<file path="src/rtl/baseball_pkg.sv">
// Shared types and helpers for the number-baseball history block.
// Score width, index width and readout field encodings live here.
package baseball_pkg;

    typedef logic [3:0] bcd_t;

    // Bits needed to hold a score of 0..digits.
    function automatic int score_w(input int digits);
        return $clog2(digits + 1);
    endfunction

    // Select width for n items, never narrower than one bit.
    function automatic int idx_w(input int n);
        return (n > 1) ? $clog2(n) : 1;
    endfunction

    // Readout field code that selects the ball score.
    function automatic int field_ball(input int digits);
        return digits;
    endfunction

    // Readout field code that selects the strike score.
    function automatic int field_strike(input int digits);
        return digits + 1;
    endfunction

endpackage

</file>
<file path="src/rtl/guess_lane.sv">
// One player's shift history of guesses with scores, plus turn count.
// Entry 0 is the newest; the oldest entry falls off on each accept.
module guess_lane
    import baseball_pkg::*;
#(
    parameter int DEPTH  = 4,
    parameter int DIGITS = 3,
    parameter int SW     = 2,
    parameter int EW     = 2,
    parameter int FW     = 3
) (
    input  logic                clk,
    input  logic                rst,
    input  logic                clr,
    input  logic                accept,
    input  logic [4*DIGITS-1:0] guess,
    input  logic [SW-1:0]       strike,
    input  logic [SW-1:0]       ball,
    input  logic [EW-1:0]       rd_entry,
    input  logic [FW-1:0]       rd_field,
    output logic [3:0]          rd_data,
    output logic                rd_valid,
    output logic [7:0]          turns
);

    typedef struct packed {
        logic [4*DIGITS-1:0] guess;
        logic [SW-1:0]       ball;
        logic [SW-1:0]       strike;
        logic                valid;
    } entry_t;

    entry_t     hist [DEPTH];
    logic [7:0] turns_q;
    entry_t     sel;
    bcd_t       dig;

    assign turns = turns_q;

    // Shift a new entry in on accept; clear on reset or new game.
    always_ff @(posedge clk or posedge rst) begin
        if (rst) begin
            for (int k = 0; k < DEPTH; k++) hist[k] <= '0;
            turns_q <= '0;
        end else if (clr) begin
            for (int k = 0; k < DEPTH; k++) hist[k] <= '0;
            turns_q <= '0;
        end else if (accept) begin
            hist[0] <= '{guess: guess, ball: ball,
                         strike: strike, valid: 1'b1};
            for (int k = 1; k < DEPTH; k++) hist[k] <= hist[k-1];
            turns_q <= turns_q + 8'd1;
        end
    end

    // Pick one nibble of the selected entry; empty entries read as zero.
    always_comb begin
        sel      = '0;
        dig      = '0;
        rd_data  = '0;
        rd_valid = 1'b0;
        if (int'(rd_entry) < DEPTH) begin
            sel      = hist[rd_entry];
            rd_valid = sel.valid;
        end
        if (sel.valid) begin
            for (int i = 0; i < DIGITS; i++) begin
                if (int'(rd_field) == i) begin
                    dig     = sel.guess[4*(DIGITS-1-i) +: 4];
                    rd_data = dig;
                end
            end
            if (int'(rd_field) == field_ball(DIGITS))
                rd_data = 4'(sel.ball);
            if (int'(rd_field) == field_strike(DIGITS))
                rd_data = 4'(sel.strike);
        end
    end

endmodule

</file>
<file path="src/rtl/guess_history.sv">
// Per-player guess history with win/draw latching and display readout.
// Define GUESS_HISTORY_TURN_EN to enforce round-robin turn order.
module guess_history
    import baseball_pkg::*;
#(
    parameter int NUM_PLAYERS = 2,
    parameter int DEPTH       = 4,
    parameter int DIGITS      = 3,
    parameter int MAX_TURNS   = 10
) (
    input  logic                                        clk,
    input  logic                                        rst,
    input  logic                                        clr,
    input  logic                                        on_game,
    input  logic [NUM_PLAYERS-1:0]                      push,
    input  logic [4*DIGITS-1:0]                         guess,
    input  logic [NUM_PLAYERS*score_w(DIGITS)-1:0]      strike,
    input  logic [NUM_PLAYERS*score_w(DIGITS)-1:0]      ball,
    input  logic [idx_w(NUM_PLAYERS)-1:0]               rd_player,
    input  logic [idx_w(DEPTH)-1:0]                     rd_entry,
    input  logic [$clog2(DIGITS+2)-1:0]                 rd_field,
    output logic [3:0]                                  rd_data,
    output logic                                        rd_valid,
    output logic [NUM_PLAYERS*8-1:0]                    turns,
    output logic                                        win,
    output logic [idx_w(NUM_PLAYERS)-1:0]               winner,
    output logic                                        draw,
    output logic [idx_w(NUM_PLAYERS)-1:0]               turn
);

    localparam int SW = score_w(DIGITS);
    localparam int PW = idx_w(NUM_PLAYERS);
    localparam int EW = idx_w(DEPTH);
    localparam int FW = $clog2(DIGITS + 2);

    logic [NUM_PLAYERS-1:0] acc;
    logic [7:0]             lane_turns [NUM_PLAYERS];
    logic [3:0]             lane_data  [NUM_PLAYERS];
    logic                   lane_valid [NUM_PLAYERS];
    logic                   win_q;
    logic                   draw_q;
    logic [PW-1:0]          winner_q;
    logic                   win_set;
    logic [PW-1:0]          win_idx;
    logic                   all_max;

    for (genvar p = 0; p < NUM_PLAYERS; p++) begin : g_lane
        guess_lane #(
            .DEPTH  (DEPTH),
            .DIGITS (DIGITS),
            .SW     (SW),
            .EW     (EW),
            .FW     (FW)
        ) u_lane (
            .clk      (clk),
            .rst      (rst),
            .clr      (clr),
            .accept   (acc[p]),
            .guess    (guess),
            .strike   (strike[p*SW +: SW]),
            .ball     (ball[p*SW +: SW]),
            .rd_entry (rd_entry),
            .rd_field (rd_field),
            .rd_data  (lane_data[p]),
            .rd_valid (lane_valid[p]),
            .turns    (lane_turns[p])
        );
        assign turns[p*8 +: 8] = lane_turns[p];
    end

`ifdef GUESS_HISTORY_TURN_EN
    logic [PW-1:0] turn_q;
    logic [PW-1:0] turn_nxt;
    logic          found;
    int            cand;

    assign turn = turn_q;
`else
    assign turn = '0;
`endif

    // Gate each push by game state, turn budget and turn order.
    always_comb begin
        acc = '0;
        for (int p = 0; p < NUM_PLAYERS; p++) begin
            acc[p] = push[p] & on_game & ~win_q & ~draw_q
                   & (lane_turns[p] < 8'(MAX_TURNS));
`ifdef GUESS_HISTORY_TURN_EN
            if (int'(turn_q) != p) acc[p] = 1'b0;
`endif
        end
    end

    // Lowest accepted full-strike player wins; detect all-out draw.
    always_comb begin
        win_set = 1'b0;
        win_idx = '0;
        all_max = 1'b1;
        for (int p = NUM_PLAYERS - 1; p >= 0; p--) begin
            if (acc[p] && int'(strike[p*SW +: SW]) == DIGITS) begin
                win_set = 1'b1;
                win_idx = PW'(p);
            end
        end
        for (int p = 0; p < NUM_PLAYERS; p++) begin
            if (int'(lane_turns[p]) + (acc[p] ? 1 : 0) != MAX_TURNS)
                all_max = 1'b0;
        end
    end

`ifdef GUESS_HISTORY_TURN_EN
    // Next player in rotation that still has turns left.
    always_comb begin
        turn_nxt = turn_q;
        found    = 1'b0;
        cand     = 0;
        if (|acc) begin
            turn_nxt = PW'((int'(turn_q) + 1) % NUM_PLAYERS);
            for (int k = 1; k <= NUM_PLAYERS; k++) begin
                cand = (int'(turn_q) + k) % NUM_PLAYERS;
                if (!found &&
                    int'(lane_turns[cand]) + (acc[cand] ? 1 : 0)
                        < MAX_TURNS) begin
                    turn_nxt = PW'(cand);
                    found    = 1'b1;
                end
            end
        end
    end
`endif

    // Sticky game outcome and turn pointer.
    always_ff @(posedge clk or posedge rst) begin
        if (rst) begin
            win_q    <= 1'b0;
            draw_q   <= 1'b0;
            winner_q <= '0;
`ifdef GUESS_HISTORY_TURN_EN
            turn_q   <= '0;
`endif
        end else if (clr) begin
            win_q    <= 1'b0;
            draw_q   <= 1'b0;
            winner_q <= '0;
`ifdef GUESS_HISTORY_TURN_EN
            turn_q   <= '0;
`endif
        end else begin
            if (win_set) begin
                win_q    <= 1'b1;
                winner_q <= win_idx;
            end else if (!win_q && all_max) begin
                draw_q <= 1'b1;
            end
`ifdef GUESS_HISTORY_TURN_EN
            turn_q <= turn_nxt;
`endif
        end
    end

    assign win    = win_q;
    assign draw   = draw_q;
    assign winner = winner_q;

    // Route the selected player's nibble to the renderer.
    always_comb begin
        rd_data  = '0;
        rd_valid = 1'b0;
        if (int'(rd_player) < NUM_PLAYERS) begin
            rd_data  = lane_data[rd_player];
            rd_valid = lane_valid[rd_player];
        end
    end

endmodule

</file>
<file path="config.mk">
export PLATFORM = sky130hd
export DESIGN_NAME = guess_history
export DESIGN_NICKNAME = d
export VERILOG_FILES = /design/src/rtl/baseball_pkg.sv /design/src/rtl/guess_lane.sv /design/src/rtl/guess_history.sv
export SDC_FILE = /design/constraint.sdc
export NUM_CORES = 1
export LEC_CHECK = 0
export ABC_AREA = 1
export CORE_MARGIN = 1
export CORE_UTILIZATION = 35
export CTS_BUF_LIST = sky130_fd_sc_hd__clkbuf_8
export CTS_CLUSTER_DIAMETER = 30
export CTS_CLUSTER_SIZE = 12
export DETAILED_ROUTE_END_ITERATION = 10
export PLACE_DENSITY = 0.52
export RECOVER_POWER = 50
export SLEW_MARGIN = 25
export SYNTH_ARGS = -nofsm -noshare
export SYNTH_HDL_FRONTEND = slang
export SYNTH_SLANG_ARGS = --single-unit
export TNS_END_PERCENT = 50
</file>
<file path="constraint.sdc">
create_clock -name clk -period 9.2 [get_ports clk]
set_input_delay 2.3 -clock clk [delete_from_list [all_inputs] [get_ports clk]]
set_output_delay 2.3 -clock clk [all_outputs]
set_load 0.03 [all_outputs]
</file>
==> results.cfg, run 1 <==
[worst_setup_path]
cp-end-kind = primary output
timing.reg2reg.setup_slack_ns = 6.65
critical_path.reg2reg.endpoint = draw
cp_slowest_stage_delay_ns = 0.70
crit_path_start_kind = input port
timing.rr.start = g_lane[1].u_lane.turns[4]
required_ns = 6.90
cp.buffers_inverters = 4
timing.critical_path.cells = clkdlybuf4s50_1, buf_4, inv_2, a21oi_1, o21ai_1, nand2_1, nand2_2, nor3_2, o21ai_1, nand2_1, clkdlybuf4s50_1
critPathTopFamily = buffers and inverters
crit_path_top_delay_cell = sky130_fd_sc_hd__clkdlybuf4s50_1
critical_path_peak_fanout = 35
cp_data_arrival_time_ns = 5.14
ff2ff_path_depth = 15
worst-setup-path-type = input port to primary output

[yosys]
postSynth.topFlopCell = sky130_fd_sc_hd__dfrtp_1
synth-seq-area-share_pct = 47.9
synth_area_leader_cell = sky130_fd_sc_hd__dfrtp_1
synth_top_cells_by_area = sky130_fd_sc_hd__dfrtp_1, sky130_fd_sc_hd__o22ai_2, sky130_fd_sc_hd__inv_1
yosys.area_share.xor_xnor_pct = 0.324
synthTopCellsByCount = sky130_fd_sc_hd__dfrtp_1, sky130_fd_sc_hd__inv_1, sky130_fd_sc_hd__nand2_1, sky130_fd_sc_hd__o21ai_0, sky130_fd_sc_hd__a21oi_1
synthesis.instances = 892
number_of_flops_mapped_to_enable_cells_by_yosys = 0
post_synth_fa_ha_maj_area_fraction_pct = 0.926
syn_area_sq_mm = 0.00810
yosys.cell_types.count = 40
ys_seq_elements = 155
combinational_family_with_the_most_area_after_synthesis = compound AO/OA/AOI/OAI gates
yosysTopAreaCellShare_pct = 47.9
synthArstFlopShare_pct = 100
synthMuxAreaShare_pct = 0.278
post_synth.cell_area_avg_sq_um = 9.09
post_synth_and_or_nand_nor_area_fraction_pct = 12.7
yosys.cell_count.top_type = sky130_fd_sc_hd__dfrtp_1
yosys_warnings = 0
synth_compound_area_share_pct = 25.4
post_syn_nets = 930

[cells_and_area]
final_layout_size_suffix_gt1_share_pct = 14.3
postLayoutCoreUtil_pct = 40.0
nNetsFinal = 956
diodes = 0
layout-area-overhead-vs-synth_pct = 11.8
num-fill-cells = 2284
stdcell_count = 1215

[route]
vias_per_cell = 5.09
via_count = 6190
remaining_drc_errors = 0
routed_wire_length_per_instance_um = 16.8
drt_wl_total_um = 20400
detail-route-antenna-nets = 0
detail_route.iter0.violations = 408
drt_pass_1_iters = 5

[placement]
portBuffers = 55
place.gp.congestion = 0.800
place.detailed.instances = 1184
hpwl_um = 12900

[floorplan]
rows = 55
dieHeight_um = 154
floorplan.die_area_sq_mm = 0.0238
core_area_sq_mm = 0.0226
io_pins = 57
fp.dieW_um = 154
start_util_pct = 35.8

[power]
vdd.ir_drop.worst_mv = 0.0838
static-leakage-power_nw = 3.84
power_per_cell_area_mw_per_mm2 = 157

[global_routing]
first_global_vias = 5900
grt_usage_pct = 17.9
globalRouteOverflowTotal = 0
grt_start_max_net_pins = 65
antenna_found_initial = 0
grt_pass1_wl_um = 33100

[hold_path]
timing.hold.worst_endpoint = g_lane[0].u_lane.hist[16]
hold-path-cell-count = 2
min_from = g_lane[0].u_lane.hist[16]
hold_path_class = flop to flop

[clock_tree]
post_cts_buffers = 0
tritoncts = done
cts_bufs_inserted = 17
clockRootBuffer = sky130_fd_sc_hd__clkbuf_8
clkLatencyLatePin_ns = 0.46
tritoncts_num_sinks = 155
h-tree-depth = 4
cts_hold_repair.buffers = 0
clkSlewWorstSetupHoldPaths_ns = 0.08
cts_resized = 0
clock_tree.buffer_depth = 2

[sta]
maxSlewHeadroom_pct = -100
worst_slew_pin_slew_ns = 3.00
timing.final.crit_share_pct = 80.8
unrepaired_setup_endpoints_after_global_routing = no
setup_viol = 0
fin_setup_tns_ns = 0
period_minus_slack_ns = 7.44
hold_viol = 0
finalMaxSlewViolations = 160
upper_clock_frequency_limit_mhz = 134
fin_skew_ns = 0.0164

[status]
outcome = finished, violations left
violations = max-capacitance violations, max-slew violations

[job]
timing.max_cap.violations = 3
==> cell usage in the layout, fill, tap and decap left out, types with 2 or more instances in the layout <==
cell,count
sky130_fd_sc_hd__clkbuf_8,19
sky130_fd_sc_hd__ha_1,6
sky130_fd_sc_hd__a211oi_1,6
sky130_fd_sc_hd__o22ai_2,62
sky130_fd_sc_hd__nand2_1,123
sky130_fd_sc_hd__nor2_1,44
sky130_fd_sc_hd__clkbuf_1,3
sky130_fd_sc_hd__a21oi_1,65
sky130_fd_sc_hd__bufinv_16,3
sky130_fd_sc_hd__buf_4,2
sky130_fd_sc_hd__o21ai_0,69
sky130_fd_sc_hd__clkdlybuf4s50_1,52
sky130_fd_sc_hd__nand4_1,7
sky130_fd_sc_hd__a31oi_1,3
sky130_fd_sc_hd__xor2_1,2
sky130_fd_sc_hd__nand3_1,43
sky130_fd_sc_hd__clkinv_4,3
sky130_fd_sc_hd__inv_1,145
sky130_fd_sc_hd__nor2_2,3
sky130_fd_sc_hd__inv_2,5
sky130_fd_sc_hd__o21ai_2,15
sky130_fd_sc_hd__clkinvlp_4,3
sky130_fd_sc_hd__inv_6,4
sky130_fd_sc_hd__o21ai_1,21
sky130_fd_sc_hd__o22ai_1,40
sky130_fd_sc_hd__dlygate4sd3_1,2
sky130_fd_sc_hd__dfrtp_1,155
sky130_fd_sc_hd__o211ai_1,6
sky130_fd_sc_hd__nand2_8,3
==> stage by stage <==
| step | total power [mW] | instance area [sq um] | hold WS, ns | worst slack, ns |
|---|---|---|---|---|
| 5_1_grt | 1.48 | 9060 | 0.507 | 1.58 |
| 2_1_floorplan | 0.835 | 8100 | 0.448 | 2.72 |
| 4_1_cts | 1.44 | 9060 | 0.484 | 1.77 |
| 3_5_place_dp | 0.881 | 8640 | 0.463 | 1.76 |
| 3_3_place_gp | 0.881 | 8640 | 0.462 | 1.80 |
| 6_report | 1.42 | 9060 | 0.489 | 1.76 |
==> how the worst max path moves through the flow <==
stage	from	to	slack (ns)	depth (start not counted)
after floorplan	rst	draw	2.72	1
after global placement	rd_entry[1]	rd_data[1]	1.80	12
after detailed placement	rd_entry[1]	rd_data[2]	1.76	11
after CTS	rd_entry[1]	rd_data[2]	1.77	11
after global routing	rd_entry[1]	rd_data[2]	1.58	11
final	rd_entry[1]	rd_data[3]	1.76	11
==> state kept, by name (all words and copies together), names as in the netlist <==
| name | cells |
|---|---|
| draw | 1 |
| g_lane.u_lane.hist | 136 |
| g_lane.u_lane.turns | 16 |
| win | 1 |
| winner | 1 |
==> layer usage <==
metal  part of all wire, %  up-vias  global-route usage [%]
li1                      -     3033                       -
met1                    50     3008                    26.2
met2                    45      127                    27.2
met3                   3.3       22                    3.27
met4                   1.2        0                    4.57
met5                     0        -                       0
==> worst register-to-register path, cell delays in order (launching register included) <==
cell and delay, ns:
sky130_fd_sc_hd__dfrtp_1 0.47, sky130_fd_sc_hd__nor2_1 0.12, sky130_fd_sc_hd__nand2_1 0.06, sky130_fd_sc_hd__nor2_2 0.19, sky130_fd_sc_hd__nand2_4 0.23, sky130_fd_sc_hd__inv_6 0.16, sky130_fd_sc_hd__ha_1 0.20, sky130_fd_sc_hd__ha_1 0.22
sky130_fd_sc_hd__nand3_1 0.13, sky130_fd_sc_hd__o21bai_1 0.16, sky130_fd_sc_hd__nand2_1 0.07, sky130_fd_sc_hd__nor2_1 0.12, sky130_fd_sc_hd__nand2_1 0.06, sky130_fd_sc_hd__nor2_1 0.08, sky130_fd_sc_hd__nand3_1 0.07, sky130_fd_sc_hd__a21oi_1 0.12
==> where the power goes <==
group,switching [mW],internal [mW]
Clock,0.274,0.284
Sequential,0.00755,0.693
Combinational,0.115,0.0491
==> cells by family after synthesis <==
group	count (synthesis)
fa+ha+maj	6
other cells	1
flops	155
mux	1
compound gates	289
xor+xnor	3
buf+inv	208
simple gates	229
==> area by class of cell <==
class | instances | area [sq um] | share of cell area, %
Sequential cell | 155 | 3880 | 42.8
Inverter | 155 | 603 | 6.66
Clock buffer | 19 | 262 | 2.89
Tap cell | 285 | 357 | 3.94
Timing Repair Buffer | 60 | 572 | 6.31
Clock inverter | 12 | 161 | 1.78
Multi-Input combinational cell | 529 | 3230 | 35.6
Power figures use the tool's default switching activity.
==> run 2, diff against run 1 <==
==> constraint.sdc (replaced) <==
create_clock -name clk -period 7.4 [get_ports clk]
set_input_delay 1.85 -clock clk [delete_from_list [all_inputs] [get_ports clk]]
set_output_delay 1.85 -clock clk [all_outputs]
set_load 0.03 [all_outputs]
==> run 2 against run 1 <==
The run still ends with max-capacitance violations, max-slew violations left; wire length fell by 1.9%; sequential cell count did not move; count of clock-buffer cells in the layout fell by 2; clock skew down 0.0023 ns; sequential share of layout area is 0.26 points higher; via count fell by 1.1%; critical path depth down 1; combinational power rose by 25%; critical path type unchanged; critical endpoint is now rd_data[0]; largest power group unchanged.
==> results.cfg, run 2 (same netlist as run 1, synthesis figures left out) <==
[worst_setup_path]
cp_data_arrival_time_ns = 4.35
critical_path_peak_fanout = 8
required_ns = 5.55
crit_path_start_kind = input port
worst-setup-path-type = input port to primary output
cp-end-kind = primary output

[cells_and_area]
diodes = 0
nNetsFinal = 957
design_area_sq_mm = 0.00900
final_layout_size_suffix_gt1_share_pct = 14.1
layout-area-overhead-vs-synth_pct = 11.1
regMostFlops = g_lane.u_lane.hist
stdcell_count = 1216
final_cell_mix = sky130_fd_sc_hd__dfrtp_1, sky130_fd_sc_hd__inv_1, sky130_fd_sc_hd__nand2_1, sky130_fd_sc_hd__o21ai_0, sky130_fd_sc_hd__a21oi_1
largest_reg_flops = 136
layout_commonest_cell = sky130_fd_sc_hd__dfrtp_1

[global_routing]
grt_start_max_net_pins = 104
globalRouteOverflowTotal = 0
grt_pass1_wl_um = 33300
first_global_vias = 6064
grt.met2_usage_pct = 28.0
groute.layer.met3.usage_pct = 3.66
grtUsageMet1_pct = 25.5
global_route.peak_usage_layer = met2
grt_usage_pct = 17.9
antenna_found_initial = 0

[floorplan]
core_area_sq_mm = 0.0226
fp.dieW_um = 154
floorplan.die_area_sq_mm = 0.0238
start_util_pct = 35.8
io_pins = 57
rows = 55
dieHeight_um = 154

[route]
drt_pass_1_iters = 5
detail-route-antenna-nets = 0
detail_route.iter0.violations = 466
routed_wire_length_per_instance_um = 16.5
drt_wl_total_um = 20000
via_count = 6119
vias_per_cell = 5.03
remaining_drc_errors = 0

[clock_tree]
post_cts_buffers = 0
tritoncts_num_sinks = 155
clkLatencyLatePin_ns = 0.45
cts_resized = 0
clockRootBuffer = sky130_fd_sc_hd__clkbuf_8
clkSlewWorstSetupHoldPaths_ns = 0.08
tritoncts = done
cts_bufs_inserted = 17
clock_tree.buffer_depth = 2
cts_hold_repair.buffers = 0
h-tree-depth = 4

[sta]
setup_viol = 0
timing.final.crit_share_pct = 83.7
maxSlewHeadroom_pct = -166
period_minus_slack_ns = 6.20
upper_clock_frequency_limit_mhz = 161
unrepaired_setup_endpoints_after_global_routing = no
fin_skew_ns = 0.0141
finalMaxSlewViolations = 169
fin_setup_tns_ns = 0
fin_ws_ns = 1.20
hold_viol = 0
worst_slew_pin_slew_ns = 3.99

[placement]
place.detailed.instances = 1185
post-place-ws_ns = 1.21
portBuffers = 55
hpwl_um = 12800
place.gp.congestion = 0.797
dpl-instance-area_sq_mm = 0.00866

[status]
violations = max-capacitance violations, max-slew violations
outcome = finished, violations left

[hold_path]
hold_path_class = flop to flop

[job]
timing.max_cap.violations = 2

[power]
vdd.ir_drop.worst_mv = 0.102
power_per_cell_area_mw_per_mm2 = 188
static-leakage-power_nw = 3.84
-- run 2: cell type report --
| type | count | area [sq um] |
|---|---|---|
| clock inverters | 14 | 134 |
| well taps | 285 | 357 |
| inverters | 155 | 602 |
| fillers | 2322 | 13600 |
| multi-input cells | 529 | 3200 |
| flip-flops and latches | 155 | 3880 |
| repair buffers | 61 | 599 |
| clock buffers | 17 | 234 |
-- run 2: routing by layer --
metal,up-vias,wire (um)
met5,-,0
met4,0,163
met3,15,842
met2,127,9110
met1,2941,9920
li1,3036,-
-- run 2: critical path, stage by stage --
cell,delay [ns]
sky130_fd_sc_hd__clkdlybuf4s50_1,0.53
sky130_fd_sc_hd__nand2_1,0.10
sky130_fd_sc_hd__nor2_1,0.53
sky130_fd_sc_hd__nand3_1,0.16
sky130_fd_sc_hd__nand2_1,0.12
sky130_fd_sc_hd__nor2_1,0.06
sky130_fd_sc_hd__o21ai_1,0.11
sky130_fd_sc_hd__nand2_1,0.08
sky130_fd_sc_hd__nand2_1,0.11
sky130_fd_sc_hd__clkdlybuf4s50_1,0.68
-- run 2: worst paths after layout --
check	from	to	slack, ns	depth (start not counted)
min in group asynchronous	rst	g_lane[1].u_lane.turns[6]	3.32	2
min	g_lane[0].u_lane.hist[5]	g_lane[0].u_lane.hist[5]	0.48	2
max reg2reg	g_lane[0].u_lane.turns[1]	g_lane[0].u_lane.hist[45]	4.17	5
min reg2reg	g_lane[0].u_lane.hist[5]	g_lane[0].u_lane.hist[5]	0.48	2
max in group asynchronous	rst	g_lane[0].u_lane.hist[11]	1.77	2
max	rd_field[0]	rd_data[0]	1.20	10
-- run 2: metrics by stage --
stage / hold slack [ns] / power [mW] / utilization (%)
after global routing: 0.498 / 1.78 / 39.8
final: 0.484 / 1.69 / 39.8
after CTS: 0.484 / 1.72 / 39.9
after detailed placement: 0.463 / 1.10 / 38.3
after global placement: 0.462 / 1.10 / 38.3
after floorplan: 0.448 / 1.04 / -
-- run 2: report_power, final --
group | internal [mW] | total (mW) | switching (mW) | leakage, nW
logic | 0.0622 | 0.205 | 0.142 | 1.50
clock network | 0.293 | 0.617 | 0.324 | 0.187
registers | 0.862 | 0.871 | 0.00911 | 2.15
